## src/rtl/int_pkg.sv

```systemverilog
// Shared definitions for the interrupt controller and its EPC stack.
package int_pkg;
  typedef enum logic [0:0] {
    S_NORM = 1'b0,
    S_WAIT = 1'b1
  } int_state_t;

  localparam int unsigned NUM_IRQ_DEF    = 3;
  localparam logic [31:0] VEC_BASE_DEF   = 32'h0000_0100;
  localparam logic [31:0] VEC_STRIDE_DEF = 32'h0000_0040;
endpackage

```

## src/rtl/int_epc_stack.sv

```systemverilog
// LIFO of saved exception PCs; push wins if push and pop coincide.
module int_epc_stack #(
  parameter int unsigned DEPTH = 3,
  parameter int unsigned WIDTH = 32
) (
  input  logic                         clk,
  input  logic                         rst,
  input  logic                         push,
  input  logic                         pop,
  input  logic [WIDTH-1:0]             push_data,
  output logic [WIDTH-1:0]             top,
  output logic [$clog2(DEPTH+1)-1:0]   depth
);
  localparam int unsigned DW = $clog2(DEPTH+1);

  logic [WIDTH-1:0] mem [DEPTH];

  always_ff @(posedge clk) begin
    if (rst) begin
      depth <= '0;
    end else if (push) begin
      for (int unsigned i = 0; i < DEPTH; i++) begin
        if (depth == DW'(i)) mem[i] <= push_data;
      end
      depth <= depth + DW'(1);
    end else if (pop && depth != '0) begin
      depth <= depth - DW'(1);
    end
  end

  always_comb begin
    top = '0;
    for (int unsigned i = 0; i < DEPTH; i++) begin
      if (depth == DW'(i + 1)) top = mem[i];
    end
  end

  a_no_overflow: assert property (@(posedge clk) disable iff (rst)
    !(push && depth == DW'(DEPTH)));
endmodule

```

## src/rtl/int_controller.sv

```systemverilog
// Vectored, nestable interrupt controller: latches request edges, enters
// handlers at a safe ID slot and returns on ERET via the EPC stack.
module int_controller
  import int_pkg::*;
#(
  parameter int unsigned NUM_IRQ    = NUM_IRQ_DEF,
  parameter logic [31:0] VEC_BASE   = VEC_BASE_DEF,
  parameter logic [31:0] VEC_STRIDE = VEC_STRIDE_DEF
) (
  input  logic               clk,
  input  logic               rst,
  input  logic [NUM_IRQ-1:0] irq,
  input  logic [31:0]        pc_id,
  input  logic               id_valid,
  input  logic               stall_id,
  input  logic               branch_ex,
  input  logic               eret_id,
  input  logic               halt,
  output logic               flush,
  output logic               pc_redirect,
  output logic [31:0]        pc_target,
  output logic               in_service,
  output logic [NUM_IRQ-1:0] irq_active,
  output logic [NUM_IRQ-1:0] irq_pending,
  output logic               eret_err
);
  localparam int unsigned IW = (NUM_IRQ > 1) ? $clog2(NUM_IRQ) : 1;
  localparam int unsigned PW = $clog2(NUM_IRQ + 1);
  localparam int unsigned DW = $clog2(NUM_IRQ + 1);

  int_state_t        state;
  logic [NUM_IRQ-1:0] irq_d, pending, active;
  logic [NUM_IRQ-1:0] acc_mask, ret_mask;
  logic [PW-1:0]     cur_prio;
  logic [IW-1:0]     cand;
  logic              cand_found, cand_ok, safe;
  logic              accept, do_eret, eret_bad;
  logic [31:0]       epc_top;
  logic [DW-1:0]     depth;

  always_comb begin
    cur_prio = '0;
    for (int unsigned i = 0; i < NUM_IRQ; i++) begin
      if (active[i]) cur_prio = PW'(i + 1);
    end
  end

  // Only sources strictly above the current service level may preempt.
  always_comb begin
    cand       = '0;
    cand_found = 1'b0;
    for (int unsigned i = 0; i < NUM_IRQ; i++) begin
      if (pending[i] && PW'(i + 1) > cur_prio) begin
        cand       = IW'(i);
        cand_found = 1'b1;
      end
    end
  end

  assign cand_ok = cand_found & ~halt;
  assign safe    = id_valid & ~stall_id & ~branch_ex;

  assign accept   = (state == S_WAIT) & cand_ok & safe;
  assign do_eret  = (state == S_NORM) & ~cand_ok & eret_id & safe & (depth != '0);
  assign eret_bad = (state == S_NORM) & ~cand_ok & eret_id & safe & (depth == '0);

  always_comb begin
    acc_mask = '0;
    ret_mask = '0;
    for (int unsigned i = 0; i < NUM_IRQ; i++) begin
      if (accept && cand == IW'(i)) acc_mask[i] = 1'b1;
      if (do_eret && cur_prio == PW'(i + 1)) ret_mask[i] = 1'b1;
    end
  end

  always_ff @(posedge clk) begin
    if (rst) begin
      state    <= S_NORM;
      irq_d    <= '0;
      pending  <= '0;
      active   <= '0;
      eret_err <= 1'b0;
    end else begin
      irq_d   <= irq;
      pending <= (pending & ~acc_mask) | (irq & ~irq_d);
      active  <= (active | acc_mask) & ~ret_mask;
      if (eret_bad) eret_err <= 1'b1;
      case (state)
        S_NORM: if (cand_ok) state <= S_WAIT;
        S_WAIT: if (!cand_ok || safe) state <= S_NORM;
        default: state <= S_NORM;
      endcase
    end
  end

  int_epc_stack #(
    .DEPTH (NUM_IRQ),
    .WIDTH (32)
  ) u_epc_stack (
    .clk       (clk),
    .rst       (rst),
    .push      (accept),
    .pop       (do_eret),
    .push_data (pc_id),
    .top       (epc_top),
    .depth     (depth)
  );

  always_comb begin
    flush       = 1'b0;
    pc_redirect = 1'b0;
    pc_target   = '0;
    if (!rst && accept) begin
      flush       = 1'b1;
      pc_redirect = 1'b1;
      pc_target   = VEC_BASE + 32'(cand) * VEC_STRIDE;
    end else if (!rst && do_eret) begin
      flush       = 1'b1;
      pc_redirect = 1'b1;
      pc_target   = epc_top;
    end
  end

  assign in_service  = (depth != '0);
  assign irq_active  = active;
  assign irq_pending = pending;
endmodule

```

## config.mk

```make
export PLATFORM = sky130hd
export DESIGN_NAME = int_controller
export DESIGN_NICKNAME = d
export VERILOG_FILES = /design/src/rtl/int_pkg.sv /design/src/rtl/int_epc_stack.sv /design/src/rtl/int_controller.sv
export SDC_FILE = /design/constraint.sdc
export NUM_CORES = 1
export LEC_CHECK = 0
export CORE_ASPECT_RATIO = 0.75
export CORE_MARGIN = 3
export CORE_UTILIZATION = 35
export CTS_CLUSTER_DIAMETER = 60
export DETAILED_ROUTE_END_ITERATION = 10
export REMOVE_ABC_BUFFERS = 1
export SYNTH_ARGS = -nofsm -noshare
export SYNTH_HDL_FRONTEND = slang
export SYNTH_HIERARCHICAL = 1
export SYNTH_SLANG_ARGS = --single-unit
```

## constraint.sdc

```tcl
create_clock -name clk -period 2.5 [get_ports clk]
set_clock_uncertainty 0.1 [all_clocks]
set_input_delay 0.25 -clock clk [delete_from_list [all_inputs] [get_ports clk]]
set_output_delay 0.25 -clock clk [all_outputs]
set_load 0.02 [all_outputs]
```

==> results of run 1 <==
-- report_power, final --
group	total [mW]	internal (mW)	switching, mW
Combinational	0.159	0.0934	0.0651
Sequential	1.99	1.98	0.00532
Clock	1.45	0.831	0.621
Total	3.60	2.91	0.692
-- worst min-delay path by stage --
stage | end | depth (start not counted)
global placement | irq_pending[1] | 2
floorplan | irq_active[1] | 1
detailed placement | irq_pending[0] | 2
finish | irq_d[2] | 2
CTS | irq_d[2] | 2
global route | irq_d[2] | 2
-- critical path, cell delays in order (launching register included) --
cell and delay, ns:
dfxtp_2 0.37, inv_1 0.09, ha_4 0.21, clkbuf_4 0.18, and3b_1 0.20, a21oi_1 0.04, o21ai_1 0.13, nor3b_1 0.19
o21a_1 0.15, clkbuf_2 0.17
-- flip-flops by register name (all words and copies together), names as in the netlist --
register	flops
eret_err	1
irq_active	3
irq_d	3
irq_pending	3
state	1
u_epc_stack/depth	2
u_epc_stack/mem	96
-- cell families after synthesis --
family,count (synthesis)
compound gates,83
fa+ha+maj,4
buf+inv,30
flops,109
simple gates,130
-- cell type report --
class | instances | area (um^2)
multi-input combinational | 217 | 1400
tap | 166 | 208
clock buffer | 13 | 293
inverter | 8 | 30.0
clock inverter | 3 | 22.5
timing repair buffer | 122 | 1180
sequential | 109 | 3150
fill | 1078 | 6330
-- metrics by stage --
| stage | total power, mW | cell area, um^2 | hold slack [ns] | util |
|---|---|---|---|---|
| 2_1_floorplan | 2.07 | 4520 | 0.219 | - |
| 4_1_cts | 3.64 | 6280 | 0.362 | 0.498 |
| 3_5_place_dp | 2.19 | 5910 | 0.369 | 0.469 |
| 5_1_grt | 3.73 | 6280 | 0.369 | 0.498 |
| 3_3_place_gp | 2.18 | 5910 | 0.352 | 0.469 |
| 6_report | 3.60 | 6280 | 0.376 | 0.498 |
-- routing by layer --
metal  vias up  global-route usage
met5         -                   0
met4         0              0.0356
met3         7              0.0444
met2        75               0.218
met1      1476               0.190
li1       1522                   -
-- layout by cell type, fill, tap and decap left out, types with 7 or more instances in the layout --
cell             netlist  final
o21ai_1               29     29
dfxtp_1               13     10
inv_1                  8      7
buf_4                  3     29
buf_2                  6      7
a21oi_1               35     34
edfxtp_1              96     96
clkbuf_16              0     12
clkdlybuf4s15_2        0     16
nor2_1                 9      9
nand2_1               36     36
clkbuf_2               4      7
clkdlybuf4s50_1        0     49
and2_2                17     20
and2_1                15     12
and3b_1               32     32
buf_12                 0      7
nor2b_1                9      9
-- repair_timing --
action	in CTS	in global routing
gates resized for setup	94	25
cloned	0	1
setup endpoints to repair	34	32
pin swaps	1	1
buffers inserted	1	3
==> metrics.txt, run 1 <==
status=finished clean; drt wl/cell=16.3 um; First DRT Iteration DRCs=about 230; I/O pin cnt=84; initial antenna violation count=0; top-area cell type share of the netlist area=0.620; crit-path max FO=7; Synth Instances=approximately 360; max-cap check violation count=0; Mean Syn Cell Area=around 13 um^2; endpoints failing setup=0; row count=35; initial cell density of the core=0.369; Setup crit end=pc_target[8]; critical path required time=2.15 ns; post-synthesis mux area share=0; max frequency=413 MHz; CTS Sinks=around 110; Final ANT Viol Nets=0; die height=106 um; leading area contributor after synthesis=edfxtp_1; CORE AREA=12,600 um^2; CP Data Arrival Time=~2.1 ns; Metal-1 WL=roughly 5000 um; TNS Setup=0 ns; Synth Area in XOR/XNOR=0; H-Tree Depth=3; via/cell ratio=between 4 and 5; reg2reg end=u_epc_stack/mem[0][19]; Synth Area in Compound Gates=0.102; pwr/cell area=~570 nW/um^2; predominant post-synthesis flop cell=edfxtp_1; nature of the critical path endpoint=output port; first-pass GRT wire length=around 16,000 um; Max-slew headroom=0.761; Clock Tree Root=clkbuf_16; fin crit period=2.42 ns; grt ovf=0; Synthesis Warnings=6; sequential share of the synthesized area=0.676; Async SR Flop Fraction=0; met3 wire length=between 400 and 500 um; worst-margin pin slew=about 0.35 ns; CTS buffer count=9; simple-gate share of the synthesized area=0.177; worst skew pair latency=about 0.34 ns; Port Buffer Count=83; crit path from=u_epc_stack/depth[0]; Max clock buf depth=2; Top Layer Used=met4; Synth top cells by count=edfxtp_1, nand2_1, a21oi_1, and3b_1, o21ai_1; Worst R2R Setup Slack=roughly 0.43 ns; WS Path Type=reg2out; wirelength, routed=10,400 um; vias in the first global route=approximately 3,000; #FFs+latches synth=around 110; Tot GR Track Use=0.140; Post-CTS Hold Fix Bufs=0; gpl congestion=between 0.7 and 0.8; reg2reg start=irq_pending[0]; Layout area overhead=35.1%; most common cell in the netlist=edfxtp_1; PnR worst setup slack=0.0782 ns; Worst Hold Class=in2reg; Pleak=~2.3 nW; non-filler cells, final=~640; Max VDD drop=roughly 0.00032 V; met2 WL=about 4800 um; Hold Violations, Final=0; nets@finish=513; placed wire-length estimate=6770 um; Synth Cell Area=between 4000 and 5000 um^2; via count=3,080; Post-synth EDFFs=96; main combinational cell family by area after synthesis=simple AND/OR/NAND/NOR gates; critical path launch point type=register; Die Span X=roughly 140 um; largest net degree at the start of global routing=45; Place WS=-0.175 ns; CTS tree=yes; Pins Over Slew Limit=0; share of cells above drive strength 1=0.256; placed cells=617; antenna cells=0; adder-cell share of the synthesized area=0.0108; RSZ-0062 raised after global routing=true; Min-Delay Startpoint=irq[2]; DR DRC count=0; top cells by area, synth=edfxtp_1, and3b_1, dfxtp_1, a21oi_1, o21ai_1; Yosys cell types=38; reg2reg path depth=6; die area=~15,000 um^2; ratio of final minimum period to clock period=0.969; Clock Pin Slew Worst Setup and Hold Paths=roughly 0.070 ns; DR pass1 iterations=4
(Power assumes the default switching activity.)
==> inputs of run 2 (changes only) <==
==> constraint.sdc (replaced) <==
create_clock -name clk -period 2.6 [get_ports clk]
set_clock_uncertainty 0.1 [all_clocks]
set_input_delay 0.26 -clock clk [delete_from_list [all_inputs] [get_ports clk]]
set_output_delay 0.26 -clock clk [all_outputs]
set_load 0.02 [all_outputs]
==> metrics.txt, run 2 (synthesis gave the netlist of run 1 again) <==
status=finished clean; Pleak=2.25 nW (-1.7%); Post-CTS Hold Fix Bufs=0 (unchanged); Max-slew headroom=0.745 (-0.0167); Port Buffer Count=83 (unchanged); DR pass1 iterations=4 (unchanged); Min-Delay Startpoint=irq_d[1]; RSZ-0062 raised after global routing=false; Final ANT Viol Nets=0 (unchanged); WHS=0.374 ns (-0.00253 ns); max frequency=about 400 MHz; DR DRC count=0 (unchanged); drt wl/cell=16.0 um (-1.6%); antenna cells=0 (unchanged); max-cap check violation count=0 (unchanged); die area=14,700 um^2 (unchanged); reg2reg start=irq_pending[1]; die height=106 um (unchanged); commonest non-fill, non-tap cell in the layout=edfxtp_1; via/cell ratio=4.79 (-0.81%); hold path cells=2 (unchanged); CTS buffer count=9 (unchanged); wirelength, routed=10,100 um (-3.0%); via count=3,012 (-2.2%); CTS Sinks=109 (unchanged); placed cells=611 (-0.97%); WS Path Type=reg2out; non-filler cells, final=629 (-1.4%); placed wire-length estimate=6540 um (-3.4%); most frequent cells in the layout=edfxtp_1, clkdlybuf4s50_1, nand2_1; CP Data Arrival Time=2.14 ns (+0.07 ns); critical path launch point type=register; Filler Cells Inserted=1,106 (+2.6%); Hold Violations, Final=0 (unchanged); reg2reg path depth=6 (unchanged); Max VDD drop=0.000283 V (-10%); share of cells above drive strength 1=0.171 (-0.0857); Worst Hold Class=reg2reg; Largest register FFs=96 (unchanged); Clock Pin Slew Worst Setup and Hold Paths=0.07 ns (about the same); critical path required time=2.24 ns (+0.09 ns); Clock Tree Root=clkbuf_16; endpoints failing setup=0 (unchanged); initial antenna violation count=0 (unchanged); Reg area=3140 um^2 (-0.16%); reg2reg end=u_epc_stack/mem[0][49]; Tot GR Track Use=0.139 (-0.000586); Max clock buf depth=2 (unchanged); Die Span X=139 um (unchanged); first-pass GRT wire length=16,000 um (+0.69%); fin crit period=between 2 and 3 ns; pwr/cell area=548 nW/um^2 (-4.4%); First DRT Iteration DRCs=169 (-26%); crit-path max FO=24 (+17); I/O pin cnt=84 (unchanged); largest net degree at the start of global routing=45 (unchanged); Largest Register=u_epc_stack/mem; CORE AREA=12,600 um^2 (unchanged); crit path from=irq_pending[1]; grt ovf=0 (unchanged); TNS Setup=0 ns (unchanged); ratio of final minimum period to clock period=0.962; vias in the first global route=3,074 (+3.3%); final design utilization=0.490 (-0.00794); multi-input logic area=1370 um^2 (-2.0%); Hold EP=irq_pending[1]; H-Tree Depth=3 (unchanged); nature of the critical path endpoint=output port; gpl congestion=0.757 (-2.8%); CTS tree=yes; Pins Over Slew Limit=0 (unchanged); worst skew pair latency=0.34 ns (about the same); initial cell density of the core=0.369 (unchanged); nets@finish=504 (-1.8%); Worst R2R Setup Slack=0.48 ns (+0.05 ns); Layout area overhead=33.0%; worst-margin pin slew=0.378 ns (+0.0246 ns); row count=35 (unchanged)
-- run 2: cell count changes in the layout (fill, tap and decap cells not counted), sizes merged, moves of 2 or more --
cell | previous run | this run
dlygate4sd2 | 2 | 10
buf | 44 | 29
inv | 10 | 8
clkdlybuf4s15 | 18 | 20
clkinvlp | 0 | 2
clkinv | 1 | 4
clkbuf | 22 | 14
-- run 2: worst max-delay path by stage --
| stage | endpoint | slack (ns) | depth (start not counted) |
|---|---|---|---|
| after floorplan | u_epc_stack/mem[0][64] | -0.24 | 3 |
| after global placement | pc_target[20] | -0.08 | 7 |
| after detailed placement | pc_target[20] | -0.15 | 7 |
| after CTS | pc_target[7] | 0.03 | 8 |
| after global routing | pc_target[19] | 0.0006 | 6 |
| final | pc_target[4] | 0.1 | 6 |
-- run 2: timing repair --
item,CTS,global route
pin swaps,0,0
gates resized for setup,37,33
cloned,0,1
setup buffers,0,1
endpoints found under the setup margin,34,26
-- run 2: metal layers --
metal	global-route usage	share of wire	up-vias	wire [um]
met3	0.0354	0.039	8	390
met5	0	0	-	0
met2	0.228	0.47	59	4730
li1	-	-	1503	-
met1	0.183	0.48	1442	4830
met4	0.0440	0.012	0	117
-- run 2: metrics by stage --
step | cell area [um^2] | setup slack, ns | power [mW]
2_1_floorplan | 4520 | -0.235 | 1.99
3_5_place_dp | 5860 | -0.145 | 2.10
6_report | 6180 | 0.0987 | 3.39
4_1_cts | 6130 | 0.0280 | 3.43
5_1_grt | 6180 | 0.000626 | 3.52
3_3_place_gp | 5860 | -0.0848 | 2.09
-- run 2: critical path: stages, from the launching register on --
cell and delay (ns):
dfxtp_1 0.35, or2_1 0.28, o211a_4 0.29, nor3_4 0.22
buf_12 0.19, and2_2 0.14, dlygate4sd2_1 0.32
-- run 2: area by class of cell --
type,instances,area share
clock buffer,9,0.0364
clock inverter,7,0.0107
inverter,8,0.00486
multi-input combinational,217,0.222
sequential,109,0.509
tap,166,0.0336
timing repair buffer,113,0.184
-- run 2: power by group --
part | total (mW) | internal [mW] | switching, mW | leakage (nW)
logic | 0.144 | 0.0847 | 0.0589 | 1.14
registers | 1.92 | 1.91 | 0.00660 | 0.970
clock network | 1.33 | 0.740 | 0.589 | 0.136
total | 3.39 | 2.73 | 0.654 | 2.25
==> inputs of run 3 (changes only) <==
--- a/config.mk
+++ b/config.mk
@@ -7,9 +7,10 @@
 export LEC_CHECK = 0
 export CORE_ASPECT_RATIO = 0.75
 export CORE_MARGIN = 3
-export CORE_UTILIZATION = 35
+export CORE_UTILIZATION = 50
 export CTS_CLUSTER_DIAMETER = 60
 export DETAILED_ROUTE_END_ITERATION = 10
+export PLACE_DENSITY = 0.77
 export REMOVE_ABC_BUFFERS = 1
 export SYNTH_ARGS = -nofsm -noshare
 export SYNTH_HDL_FRONTEND = slang
==> metrics.txt, run 3 (synthesis gave the netlist of run 1 again) <==
status=finished clean; Tot GR Track Use=0.198 (+0.0585); Post-CTS Hold Fix Bufs=0 (unchanged); PnR worst setup slack=0.109 ns (+0.00990 ns); Area after DPL=5800 um^2 (-1.1%); vias in the first global route=3,176 (+3.3%); max frequency=401 MHz (+0.40%); Hold EP=irq_pending[1]; non-filler cells, final=584 (-7.2%); Largest Register=u_epc_stack/mem; Layout area overhead=29.7%; Worst R2R Setup Slack=0.52 ns (+0.04 ns); reg2reg path depth=7 (+1); Crit-path slowest cell=dfxtp_1; Port Buffer Count=83 (unchanged); nature of the critical path endpoint=output port; via count=3,073 (+2.0%); hold path cells=2 (unchanged); pwr/cell area=561 nW/um^2 (+2.4%); via/cell ratio=5.26 (+9.9%); max-cap check violation count=0 (unchanged); antenna cells=0 (unchanged); grt ovf=0 (unchanged); CORE AREA=8740 um^2 (-31%); row count=29 (-17%); DR pass1 iterations=6 (+2); WS Path Type=reg2out; largest net degree at the start of global routing=31 (-31%); TNS Setup=0 ns (unchanged); commonest non-fill, non-tap cell in the layout=edfxtp_1; Pleak=2.24 nW (-0.57%); gpl congestion=0.863 (+14%); Clock Tree Root=clkbuf_16; endpoints failing setup=0 (unchanged); crit-path leading delay family=simple AND/OR/NAND/NOR gates; nets@finish=502 (-0.40%); CP Data Arrival Time=2.13 ns (about the same); fin crit period=2.49 ns (-0.00990 ns); Place WS=-0.165 ns (-0.0198 ns); H-Tree Depth=3 (unchanged); Pint=2.73 mW (about the same); share of total power in the clock network=0.391 (about the same); critical path required time=2.24 ns (about the same); Final ANT Viol Nets=0 (unchanged); critical-path cell list=or2_1 -> o211a_4 -> nor3_4 -> buf_4 -> and2_2 -> clkdlybuf4s15_1; share of cells above drive strength 1=0.207 (+0.0359); reg2reg end=u_epc_stack/mem[0][7]; Clock Pin Slew Worst Setup and Hold Paths=0.07 ns (about the same); worst-margin pin slew=0.401 ns (+0.0228 ns); Max clock buf depth=2 (unchanged); Max-slew headroom=0.729 (-0.0154); die height=89.5 um (-15%); First DRT Iteration DRCs=237 (+40%); worst path bufs/invs=2 (unchanged); Die Span X=117 um (-16%); CTS Sinks=109 (unchanged); Hold Violations, Final=0 (unchanged); Post-CTS Setup Bufs=0 (unchanged); reg2reg start=irq_active[2]; critical path launch point type=register; combinational share of power=0.043 (about the same); CTS tree=yes; wirelength, routed=9900 um (-1.7%); switching share of power=0.192 (-0.00134); cell area after layout=6030 um^2 (-2.5%); initial cell density of the core=0.532 (+0.163); placed wire-length estimate=6650 um (+1.7%); ratio of final minimum period to clock period=0.958 (-0.00381); first-pass GRT wire length=16,200 um (+1.4%); most frequent cells in the layout=edfxtp_1, clkdlybuf4s50_1, nand2_1; Switch Pwr=0.649 mW (-0.83%); Filler Cells Inserted=644 (-42%); placed cells=569 (-6.9%); RSZ-0062 raised after global routing=true; crit-path max FO=12 (-50%); initial antenna violation count=0 (unchanged); worst skew pair latency=0.34 ns (about the same); die area=10,500 um^2 (-29%); slowest cell delay on critical path=0.36 ns (about the same); CTS buffer count=9 (unchanged); Flop pwr share=0.566 (about the same); Max VDD drop=0.000368 V (+30%); Pins Over Slew Limit=0 (unchanged); Pwr Total=3.38 mW (-0.14%); drt wl/cell=16.9 um (+5.9%); I/O pin cnt=84 (unchanged); Worst Hold Class=reg2reg; Largest register FFs=96 (unchanged); DR DRC count=0 (unchanged); Min-Delay Startpoint=irq_d[1]
run 3: changes by cell type in the layout (fill, tap and decap cells not counted), moves of 2 or more:
cell             previous run  this run
dlymetal6s2s_1              0         2
clkdlybuf4s15_1            20        11
dlygate4sd2_1              10         1
clkbuf_2                    4        20
run 3: worst max-delay path by stage:
| stage | from | to | slack [ns] | cells after the start |
|---|---|---|---|---|
| 2_1_floorplan | u_epc_stack/depth[0] | u_epc_stack/mem[0][64] | -0.24 | 3 |
| 3_3_place_gp | id_valid | pc_target[21] | -0.06 | 7 |
| 3_5_place_dp | id_valid | pc_target[20] | -0.17 | 7 |
| 4_1_cts | irq_active[2] | flush | 0.007 | 6 |
| 5_1_grt | irq_pending[1] | pc_target[21] | -0.008 | 6 |
| 6_report | irq_pending[1] | pc_target[21] | 0.11 | 6 |
run 3: power by group through the flow:
stage               clock network, mW  registers, mW  logic [mW]
CTS                              1.35           1.91       0.146
floorplan                           0           1.96      0.0318
global route                     1.43           1.91       0.157
detailed placement                  0           1.95       0.144
finish                           1.32           1.91       0.145
global placement                    0           1.95       0.139
run 3: metal layers:
metal / part of all wire / vias up / routed length, um / global-route usage
met5: 0 / - / 0 / 0
met4: 0.0098 / 0 / 97 / 0.0426
met3: 0.044 / 10 / 439 / 0.0519
met2: 0.49 / 74 / 4890 / 0.347
met1: 0.45 / 1493 / 4470 / 0.254
li1: - / 1496 / - / -
run 3: repair_timing:
action / 4_1_cts / 5_1_grt
setup endpoints to repair: 34 / 33
hold endpoints to repair: 0 / 0
gates resized for setup: 36 / 59
pin swaps: 0 / 0
cloned: 0 / 0
run 3: layout make-up:
cell class,instances,area [um^2],area share
multi-input combinational,217,1380,0.229
clock buffer,9,225,0.0374
timing repair buffer,111,1020,0.170
inverter,8,30.0,0.00498
sequential,109,3150,0.522
tap,124,155,0.0257
clock inverter,6,63.8,0.0106
run 3: worst reg2reg max path: stages (launching register included):
cell       delay [ns]
dfxtp_1          0.39
nor2_1           0.20
buf_4            0.15
o2111ai_2        0.16
inv_2            0.15
nor2b_1          0.20
and2_2           0.23
buf_12           0.19
run 3: through the flow:
stage,hold WS [ns],util
finish,0.382,0.689
global route,0.417,0.689
CTS,0.391,0.694
detailed placement,0.374,0.663
global placement,0.351,0.663
floorplan,0.229,-
